File: config.mk
export PLATFORM = sky130hd
export DESIGN_NAME = mc_chroma_ip_ctrl
export DESIGN_NICKNAME = d
export VERILOG_FILES = /design/src/rtl/mc_chroma_ip_ctrl.sv
export SDC_FILE = /design/constraint.sdc
export NUM_CORES = 1
export LEC_CHECK = 0
export ABC_AREA = 1
export CORE_ASPECT_RATIO = 1.5
export CORE_MARGIN = 10
export CORE_UTILIZATION = 42
export CTS_BUF_LIST = sky130_fd_sc_hd__clkbuf_4 sky130_fd_sc_hd__clkbuf_8 sky130_fd_sc_hd__clkbuf_16
export DETAILED_ROUTE_END_ITERATION = 8
export MAX_ROUTING_LAYER = met4
export PLACE_DENSITY = 0.8
export RECOVER_POWER = 50
export SLEW_MARGIN = 20
export SYNTH_ARGS = -nofsm -noshare
export SYNTH_HDL_FRONTEND = slang
export SYNTH_SLANG_ARGS = --single-unit
File: constraint.sdc
create_clock -name clk -period 1.7 [get_ports clk]
set_clock_uncertainty 0.2 [all_clocks]
set_input_delay 0.255 -clock clk [delete_from_list [all_inputs] [get_ports clk]]
set_output_delay 0.255 -clock clk [all_outputs]
set_load 0.1 [all_outputs]
File: src/rtl/mc_chroma_ip_ctrl.sv
// ---------------------------------------------------------------------------
// mc_chroma_ip_ctrl
//
// Sequencer for the 4x4 chroma fractional interpolator (7-pixel rows, 4-tap
// separable filter). One block request runs the U component and then the V
// component. For each component the controller:
//   - pulses ip_blk_start_o,
//   - reads 7 reference rows,
//   - forwards those rows to the interpolator,
//   - writes the 4 interpolated rows into the prediction buffer.
//
// Ports
//   clk, rst          clock, synchronous active-high reset
//   start_i           block request (taken only while ready_o=1)
//   frac_i            MV fraction {y[2:0], x[2:0]}
//   base_i            first reference row of the U plane
//   ready_o           idle / able to accept start_i
//   done_o            one-cycle pulse at the end of the V component
//   ref_rd_o          reference buffer read enable
//   ref_addr_o        reference buffer row address
//   ref_data_i        reference row, valid one cycle after ref_rd_o
//   ip_blk_start_o    block-start pulse to the interpolator
//   ip_frac_o         latched fraction to the interpolator
//   ip_ref_valid_o    row valid to the interpolator
//   ip_ref_o          row pixels p0..p6 to the interpolator
//   ip_frac_valid_i   interpolated row valid from the interpolator
//   ip_frac_i         interpolated row
//   pred_wr_o         prediction buffer write enable
//   pred_addr_o       prediction buffer address {comp, row[1:0]}
//   pred_data_o       prediction row
// ---------------------------------------------------------------------------
module mc_chroma_ip_ctrl #(
    parameter int PIXEL_WIDTH = 8,
    parameter int ADDR_W      = 6,
    parameter int V_OFFSET    = 32
) (
    input  logic                     clk,
    input  logic                     rst,
    input  logic                     start_i,
    input  logic [5:0]               frac_i,
    input  logic [ADDR_W-1:0]        base_i,
    output logic                     ready_o,
    output logic                     done_o,
    output logic                     ref_rd_o,
    output logic [ADDR_W-1:0]        ref_addr_o,
    input  logic [7*PIXEL_WIDTH-1:0] ref_data_i,
    output logic                     ip_blk_start_o,
    output logic [5:0]               ip_frac_o,
    output logic                     ip_ref_valid_o,
    output logic [7*PIXEL_WIDTH-1:0] ip_ref_o,
    input  logic                     ip_frac_valid_i,
    input  logic [4*PIXEL_WIDTH-1:0] ip_frac_i,
    output logic                     pred_wr_o,
    output logic [2:0]               pred_addr_o,
    output logic [4*PIXEL_WIDTH-1:0] pred_data_o
);

    localparam logic [ADDR_W-1:0] V_OFF     = ADDR_W'(V_OFFSET);
    localparam logic [2:0]        LAST_READ = 3'd6;
    localparam logic [2:0]        ROWS_OUT  = 3'd4;

    typedef enum logic [2:0] {
        S_IDLE,
        S_START,
        S_FETCH,
        S_DRAIN,
        S_DONE
    } state_t;

    state_t                   state;
    logic [ADDR_W-1:0]        row_base;
    logic                     comp;       // 0 = U, 1 = V
    logic [2:0]               rcnt;       // reference rows issued
    logic [2:0]               ocnt;       // interpolated rows written, saturates at 4
    logic [7*PIXEL_WIDTH-1:0] ref_hold;   // last valid reference row

    logic                     accept;
    logic                     row_take;
    logic                     rows_done;
    logic [ADDR_W-1:0]        comp_base;

    always_comb begin
        accept    = start_i && ready_o;
        // Interpolated rows may arrive while rows are still being fetched,
        // so both FETCH and DRAIN count them; extras past the 4th are dropped.
        row_take  = ip_frac_valid_i && (ocnt != ROWS_OUT) &&
                    ((state == S_FETCH) || (state == S_DRAIN));
        rows_done = (ocnt == ROWS_OUT) || (row_take && (ocnt == ROWS_OUT - 3'd1));
        // Address arithmetic wraps modulo 2^ADDR_W by construction.
        comp_base = comp ? (row_base + V_OFF) : row_base;
    end

    // Rows are forwarded combinationally so they line up with ip_ref_valid_o;
    // between rows the interpolator sees the last row it was given.
    assign ip_ref_o = ip_ref_valid_o ? ref_data_i : ref_hold;

    // NOTE: every register in this block uses non-blocking assignment so that
    // all right-hand sides see pre-edge values, whatever the statement order.
    always_ff @(posedge clk) begin
        if (rst) begin
            state          <= S_IDLE;
            row_base       <= '0;
            comp           <= 1'b0;
            rcnt           <= '0;
            ocnt           <= '0;
            ref_hold       <= '0;
            ready_o        <= 1'b1;
            done_o         <= 1'b0;
            ref_rd_o       <= 1'b0;
            ref_addr_o     <= '0;
            ip_blk_start_o <= 1'b0;
            ip_frac_o      <= '0;
            ip_ref_valid_o <= 1'b0;
            pred_wr_o      <= 1'b0;
            pred_addr_o    <= '0;
            pred_data_o    <= '0;
        end else begin
            // Single-cycle pulses default low.
            ip_blk_start_o <= 1'b0;
            done_o         <= 1'b0;
            pred_wr_o      <= 1'b0;

            ip_ref_valid_o <= ref_rd_o;
            if (ip_ref_valid_o) begin
                ref_hold <= ref_data_i;
            end

            if (row_take) begin
                pred_wr_o   <= 1'b1;
                pred_data_o <= ip_frac_i;
                pred_addr_o <= {comp, ocnt[1:0]};
                ocnt        <= ocnt + 3'd1;
            end

            unique case (state)
                // DONE behaves like IDLE for acceptance so a request held
                // across done_o starts the next block without a gap.
                S_IDLE, S_DONE: begin
                    if (accept) begin
                        ip_frac_o      <= frac_i;
                        row_base       <= base_i;
                        comp           <= 1'b0;
                        ready_o        <= 1'b0;
                        ip_blk_start_o <= 1'b1;
                        state          <= S_START;
                    end else begin
                        ready_o <= 1'b1;
                        state   <= S_IDLE;
                    end
                end

                S_START: begin
                    rcnt       <= '0;
                    ocnt       <= '0;
                    ref_rd_o   <= 1'b1;
                    ref_addr_o <= comp_base;
                    state      <= S_FETCH;
                end

                S_FETCH: begin
                    if (rcnt == LAST_READ) begin
                        ref_rd_o <= 1'b0;
                        state    <= S_DRAIN;
                    end else begin
                        rcnt       <= rcnt + 3'd1;
                        ref_addr_o <= ref_addr_o + ADDR_W'(1);
                    end
                end

                S_DRAIN: begin
                    if (rows_done) begin
                        if (!comp) begin
                            comp           <= 1'b1;
                            ip_blk_start_o <= 1'b1;
                            state          <= S_START;
                        end else begin
                            done_o  <= 1'b1;
                            ready_o <= 1'b1;
                            state   <= S_DONE;
                        end
                    end
                end

                default: begin
                    state <= S_IDLE;
                end
            endcase
        end
    end

endmodule

==> run_results.csv, run 1 <==
group,metric,value,unit
worst_setup_path,end_kind,"flop",
clock_network,cts_max_level,4,
die,rows,47,
yosys,synth_compound_area_frac,0.139,
drt,viasPerCell,5.95,
worst_setup_path,worst_ep_arrival_time,2130,ps
sta,maxSlewViolCount,0,
cells_and_area,design_area,10200,sq um
die,start_util,0.433,
grt,overflow,0,
power,powerDensity,1780,nW/um^2
sta,maxSlewHeadroom,0.651,
yosys,synth-simple-area-share,0.271,
clock_network,cts_tree,"built",
worst_setup_path,crit_path_top_delay_cell,"a21oi_1",
yosys,postSynthAreaPerCell,7.37,sq um
clock_network,clk_pin_slew,60,ps
yosys,synth_xor_xnor_area_share,0.00362,
worst_setup_path,cp_cell_sequence,"inv_2, ha_2, nand2_2, nand4_4, clkinv_4, buf_4, nand2_1, a21oi_1",
job,maxCapViolCount,0,
grt,track_usage,0.245,
drt,wire_per_inst,28.1,microns
grt,antenna_found_initial,0,
drt,ant_nets,0,
yosys,syn_area,4840,sq um
yosys,syn_nets,766,
clock_network,clk_latency,420,ps
yosys,yosysWarnings,0,
sta,rsz0062_at_grt,"yes",
drt,drc_errors,0,
cells_and_area,final_nets,1012,
min_path,hp-class,"in2reg",
sta,final_hold_viol_count,0,
power,power,18.1,mW
die,dieArea,16300,sq um
cells_and_area,drive_above_1_share,0.412,
cells_and_area,antenna_cells,0,
clock_network,clk_path_buf_depth,2,
drt,num_vias,6312,
grt,grt_pass1_vias,5833,
sta,worst_slew_pin_slew,524,ps
placed_design,placed_cell_area,9100,sq um
grt,grt_pass1_wl,30600,microns
worst_setup_path,critPathLaunchType,"flop",
die,core_area,11200,sq um
clock_network,cts_num_sinks,125,
yosys,ys_seq_elements,125,
worst_setup_path,cp_max_fo,6,
grt,grt_start_max_net_pins,47,
status,status,"finished with violations",
placed_design,dp_slack,-83.8,ps
sta,fin_ws,-366,ps
yosys,synth_top_family_by_area,"simple AND/OR/NAND/NOR gates",
worst_setup_path,path_class,"reg2reg",
min_path,whs_path_depth,3,
placed_design,dp_hpwl,13700,microns
clock_network,cts_made_buffers,17,
worst_setup_path,cp.required,1770,ps
sta,post-route-period-util,1.22,
sta,post-route-min-period,2070,ps
yosys,ys_seq_area_frac,0.517,
die,fp.dieW,108,microns
die,ios,213,
yosys,synth_cells,656,
sta,setup-violations-final,159,
power,peakVddDrop,1.44,mV
worst_setup_path,reg2reg_depth,8,
drt,first_iter_violations,662,
cells_and_area,area_delta_synth_final,110,%
yosys,yosysUniqueCellTypes,27,
yosys,synthAdderAreaFrac,0.0155,
power,leakage,4.17,nW
die,die_y,151,microns
drt,firstDrtPassIters,8,
worst_setup_path,cpPeakStageDelay,360,ps
clock_network,cts_root_buffer,"clkbuf_16",
drt,routed_wl,29800,microns
placed_design,place.port_buffers,212,
cells_and_area,layout_common_cells,"dfxtp_1 (118), nor2_1 (102), clkdlybuf4s50_1 (102)",
cells_and_area,final_common_cell,"dfxtp_1",
yosys,synthMuxAreaShare,0,
sta,whs,274,ps
status,violations,"setup timing",
sta,fmax,484,MHz
placed_design,gp_congestion,0.806,
## stage by stage
stage                     cells   util  TNS (ps)
final                      1060  0.909    -26840
after global routing       1060  0.909    -34410
after CTS                  1032  0.879    -14240
after detailed placement    996  0.815     -1240
after global placement      996  0.815         0
after floorplan             656      -     -34.7
## kinds of logic after synthesis
logic type	count (synthesis)
AOI/OAI and AO/OA	132
DFF	125
buffers and inverters	59
adders and majority gates	6
and+or+nand+nor	332
xor gates and xnor gates	2
## sequential cells by signal, indices dropped and copies added (netlist names), 6 cells and up
signal       count
ref_hold        56
row_base         6
ip_frac_o        6
pred_data_o     32
ref_addr_o       6
## repair_timing
item	4_1_cts	5_1_grt
endpoints found under the hold margin	7	0
hold buffers	1	0
setup buffers	2	15
pin swaps	0	6
setup endpoints to repair	92	93
gates resized for setup	22	143
cloned	3	13
## critical path: cells and delay by family, from the launching register on
| kind | cells | cell delay, ps |
|---|---|---|
| flip-flops | 1 | 350 |
| buffers and inverters | 3 | 380 |
| AO/OA/AOI/OAI | 1 | 360 |
| AND/OR/NAND/NOR | 3 | 390 |
| adder cells (fa/ha/maj) | 1 | 220 |
## synth_stat cells
master	instances	area (sq um)
nand4_4	1	21.3
dfxtp_1	125	2500
xor2_1	1	8.76
buf_1	4	15.0
buf_2	14	70.1
xnor2_1	1	8.76
o21ai_1	1	5.00
nand2_1	203	762
nand2_2	1	6.26
nor2_2	1	6.26
clkbuf_4	1	7.51
a21oi_1	70	350
nor3_1	2	10.0
nor2_1	105	394
inv_2	2	7.51
ha_1	6	75.1
buf_6	2	22.5
nand3_1	14	70.1
a21oi_2	1	8.76
o21ai_2	1	8.76
nand3_2	2	20.0
clkbuf_1	14	52.6
o21ai_0	58	290
nand4_1	3	18.8
o21bai_1	1	7.51
inv_1	21	78.8
buf_4	1	7.51
## worst paths after layout
path                     endpoint       startpoint  slack, ps
hold reg to reg   pred_data_o[25]  pred_data_o[25]        290
setup / recovery          ocnt[0]          ocnt[0]       -370
setup reg to reg          ocnt[0]          ocnt[0]       -370
hold / removal     pred_data_o[2]     ip_frac_i[2]        270
## per-layer routing
metal  vias to the layer above  GRT usage  routed length [microns]
met5                         -          -                        0
met3                       170     0.0774                     2730
li1                       2614          -                        -
met4                         0     0.0704                     1980
met1                      3004      0.244                     9870
met2                       524      0.445                    15200
## power breakdown
| part | internal [mW] | total [mW] | switching (mW) |
|---|---|---|---|
| clock network | 2.19 | 3.54 | 1.35 |
| logic | 3.20 | 10.5 | 7.35 |
| registers | 3.50 | 3.98 | 0.480 |
| total | 8.89 | 18.1 | 9.18 |
## final cells by class
cell class | count | area (sq um)
clock buffer | 23 | 500
clock inverter | 7 | 62.6
fill | 319 | 1020
inverter | 23 | 121
multi-input combinational | 472 | 3440
sequential | 125 | 2510
tap | 147 | 184
timing repair buffer | 262 | 3320
timing repair inverter | 1 | 5.00
No activity file was read; power rests on OpenSTA's default activity.
==> inputs of run 2 (changes only) <==
--- a/config.mk
+++ b/config.mk
@@ -6,7 +6,7 @@
 export NUM_CORES = 1
 export LEC_CHECK = 0
 export ABC_AREA = 1
-export CORE_ASPECT_RATIO = 1.5
+export CORE_ASPECT_RATIO = 0.9
 export CORE_MARGIN = 10
 export CORE_UTILIZATION = 42
 export CTS_BUF_LIST = sky130_fd_sc_hd__clkbuf_4 sky130_fd_sc_hd__clkbuf_8 sky130_fd_sc_hd__clkbuf_16
==> run 2 against run 1 <==
Highest routed layer unchanged. Via count grew 2.8%. Utilization grew 4.4 points. Sequential share of layout area decreased by 1.5 points. Worst setup slack improved by 33 ps. The flow still finishes with violations (setup timing). Non-clock buffer count grew 9. Count of clock-buffer cells in the layout decreased by 1. Critical path type is now reg2out. Clock power is 12% higher. Global-route usage up 4.2 points. Wire length up 1.1%. Die area shrank 0.51%.
==> run_results.csv, run 2 (same netlist as run 1, synthesis figures left out) <==
group,metric,value,unit
sta,maxSlewViolCount,0,
clock_network,cts_max_level,4,
clock_network,clk_pin_slew,60,ps
die,dieArea,16200,sq um
sta,rsz0062_at_grt,"yes",
worst_setup_path,critPathBufInv,3,
cells_and_area,area_delta_synth_final,123,%
die,die_y,122,microns
die,fp.dieW,133,microns
cells_and_area,final_common_cell,"buf_12",
worst_setup_path,crit_path_top_delay_cell,"dfxtp_4",
power,leakage,4.44,nW
worst_setup_path,end_kind,"output pin",
worst_setup_path,cp_top_family,"buffers and inverters",
drt,wire_per_inst,27.9,microns
grt,overflow,0,
power,peakVddDrop,1.62,mV
power,switching_share,0.484,
power,power_frac_clock,0.205,
drt,ant_nets,0,
worst_setup_path,path_common_cell,"buf_12",
die,ios,213,
placed_design,dp.cells,1013,
worst_setup_path,path_class,"reg2out",
grt,grt_pass1_vias,5997,
cells_and_area,design_area,10800,sq um
sta,post-route-min-period,2030,ps
power,seq_power_share,0.213,
status,violations,"setup timing",
grt,grt_start_max_net_pins,45,
die,rows,37,
placed_design,gp_congestion,0.804,
clock_network,cts_tree,"built",
drt,drc_errors,0,
clock_network,clk_path_buf_depth,2,
sta,maxSlewHeadroom,0.644,
sta,whs,83.9,ps
die,core_area,11300,sq um
cells_and_area,antenna_cells,0,
sta,fmax,492,MHz
sta,setup-violations-final,101,
cells_and_area,final_nets,1021,
cells_and_area,largest_register,"ref_hold",
placed_design,dp_slack,-45.4,ps
drt,viasPerCell,6.01,
power,p_switching,9.34,mW
drt,firstDrtPassIters,8,
grt,antenna_found_initial,0,
worst_setup_path,cp.required,1240,ps
worst_setup_path,cp_max_fo,15,
worst_setup_path,cp_cell_sequence,"inv_6, buf_12, nand2_1, nand2_4, buf_12",
grt,grt_pass1_wl,35300,microns
power,power,19.3,mW
worst_setup_path,critPathLaunchType,"flop",
grt,track_usage,0.288,
power,powerDensity,1790,nW/um^2
die,start_util,0.426,
power,intPower,9.97,mW
drt,routed_wl,30100,microns
job,maxCapViolCount,0,
worst_setup_path,cpPeakStageDelay,380,ps
clock_network,cts_root_buffer,"clkbuf_16",
cells_and_area,drive_above_1_share,0.410,
drt,num_vias,6490,
cells_and_area,post_layout_nonfiller_instances,1080,
min_path,hp-class,"in2reg",
clock_network,cts_made_buffers,17,
placed_design,place.port_buffers,212,
clock_network,cts_num_sinks,125,
clock_network,hold_buffers,0,
placed_design,dp_hpwl,13800,microns
sta,fin_ws,-333,ps
sta,worst_slew_pin_slew,533,ps
cells_and_area,reg_top3,"ref_hold (56), pred_data_o (32)",
cells_and_area,largest_reg_flops,56,
sta,post-route-period-util,1.20,
placed_design,placed_cell_area,9160,sq um
power,pwr-share-comb,0.581,
sta,final_hold_viol_count,0,
cells_and_area,layout_common_cells,"buf_12 (117), dfxtp_1 (116), nor2_1 (104)",
status,status,"finished with violations",
clock_network,clk_latency,420,ps
worst_setup_path,worst_ep_arrival_time,1580,ps
drt,first_iter_violations,945,
==> run 2: changes by cell type in the layout (fill, tap and decap cells not counted), moves of 4 or more <==
cell / before / now
buf_12: 67 / 117
buf_4: 23 / 33
o21ai_2: 2 / 8
nand2_1: 43 / 59
o21ai_0: 52 / 31
buf_8: 0 / 4
o21ai_1: 6 / 21
nand2_4: 59 / 36
nand2_2: 55 / 59
clkbuf_4: 53 / 2
==> run 2: timing repair <==
item / CTS / global route
pin swaps: 2 / 9
gates resized for setup: 91 / 75
hold endpoints to repair: 0 / 0
buffers inserted: 3 / 18
gates cloned: 5 / 9
endpoints found under the setup margin: 90 / 99
==> run 2: power by group through the flow <==
stage	Sequential [mW]	Combinational, mW	Clock (mW)
detailed placement	4.06	9.71	0
floorplan	6.10	4.10	0
finish	4.12	11.2	3.97
global placement	4.03	9.53	0
CTS	4.02	10.2	3.86
global route	4.14	11.5	4.05
==> run 2: path summary, 6_finish.rpt <==
kind	from	to	slack, ps	depth (start not counted)
worst max-delay path	ip_ref_valid_o	ip_ref_o[22]	-330	5
worst min-delay path	rst	row_base[4]	80	4
worst max register to register	state[1]	state[0]	-160	6
worst min register to register	row_base[4]	row_base[4]	310	2
==> run 2: worst register-to-register path, stage by stage (launching register included) <==
cell and delay [ps]:
dfxtp_1 460, inv_2 80, nor2_2 140, nand2_1 330, nand3_1 260, a21oi_1 110, nor2_1 190
==> run 2: area by class of cell <==
| type | count | area [sq um] |
|---|---|---|
| Clock buffer | 22 | 493 |
| Sequential cell | 125 | 2520 |
| Clock inverter | 10 | 135 |
| Multi-Input combinational cell | 472 | 3340 |
| Timing Repair inverter | 1 | 11.3 |
| Timing Repair Buffer | 271 | 4010 |
| Fill cell | 245 | 536 |
| Inverter | 23 | 103 |
| Tap cell | 156 | 195 |
==> run 2: per-stage QoR <==
stage	util	TNS, ps
global placement	0.808	0
finish	0.953	-17390
detailed placement	0.808	-211
CTS	0.901	-12890
global route	0.953	-20890
floorplan	-	-34.7
==> run 2: per-layer routing <==
metal / vias up / global-route usage / part of all wire
li1: 2634 / - / -
met1: 3128 / 0.313 / 0.36
met2: 577 / 0.489 / 0.49
met3: 151 / 0.0881 / 0.10
met4: 0 / 0.107 / 0.054
met5: - / - / 0
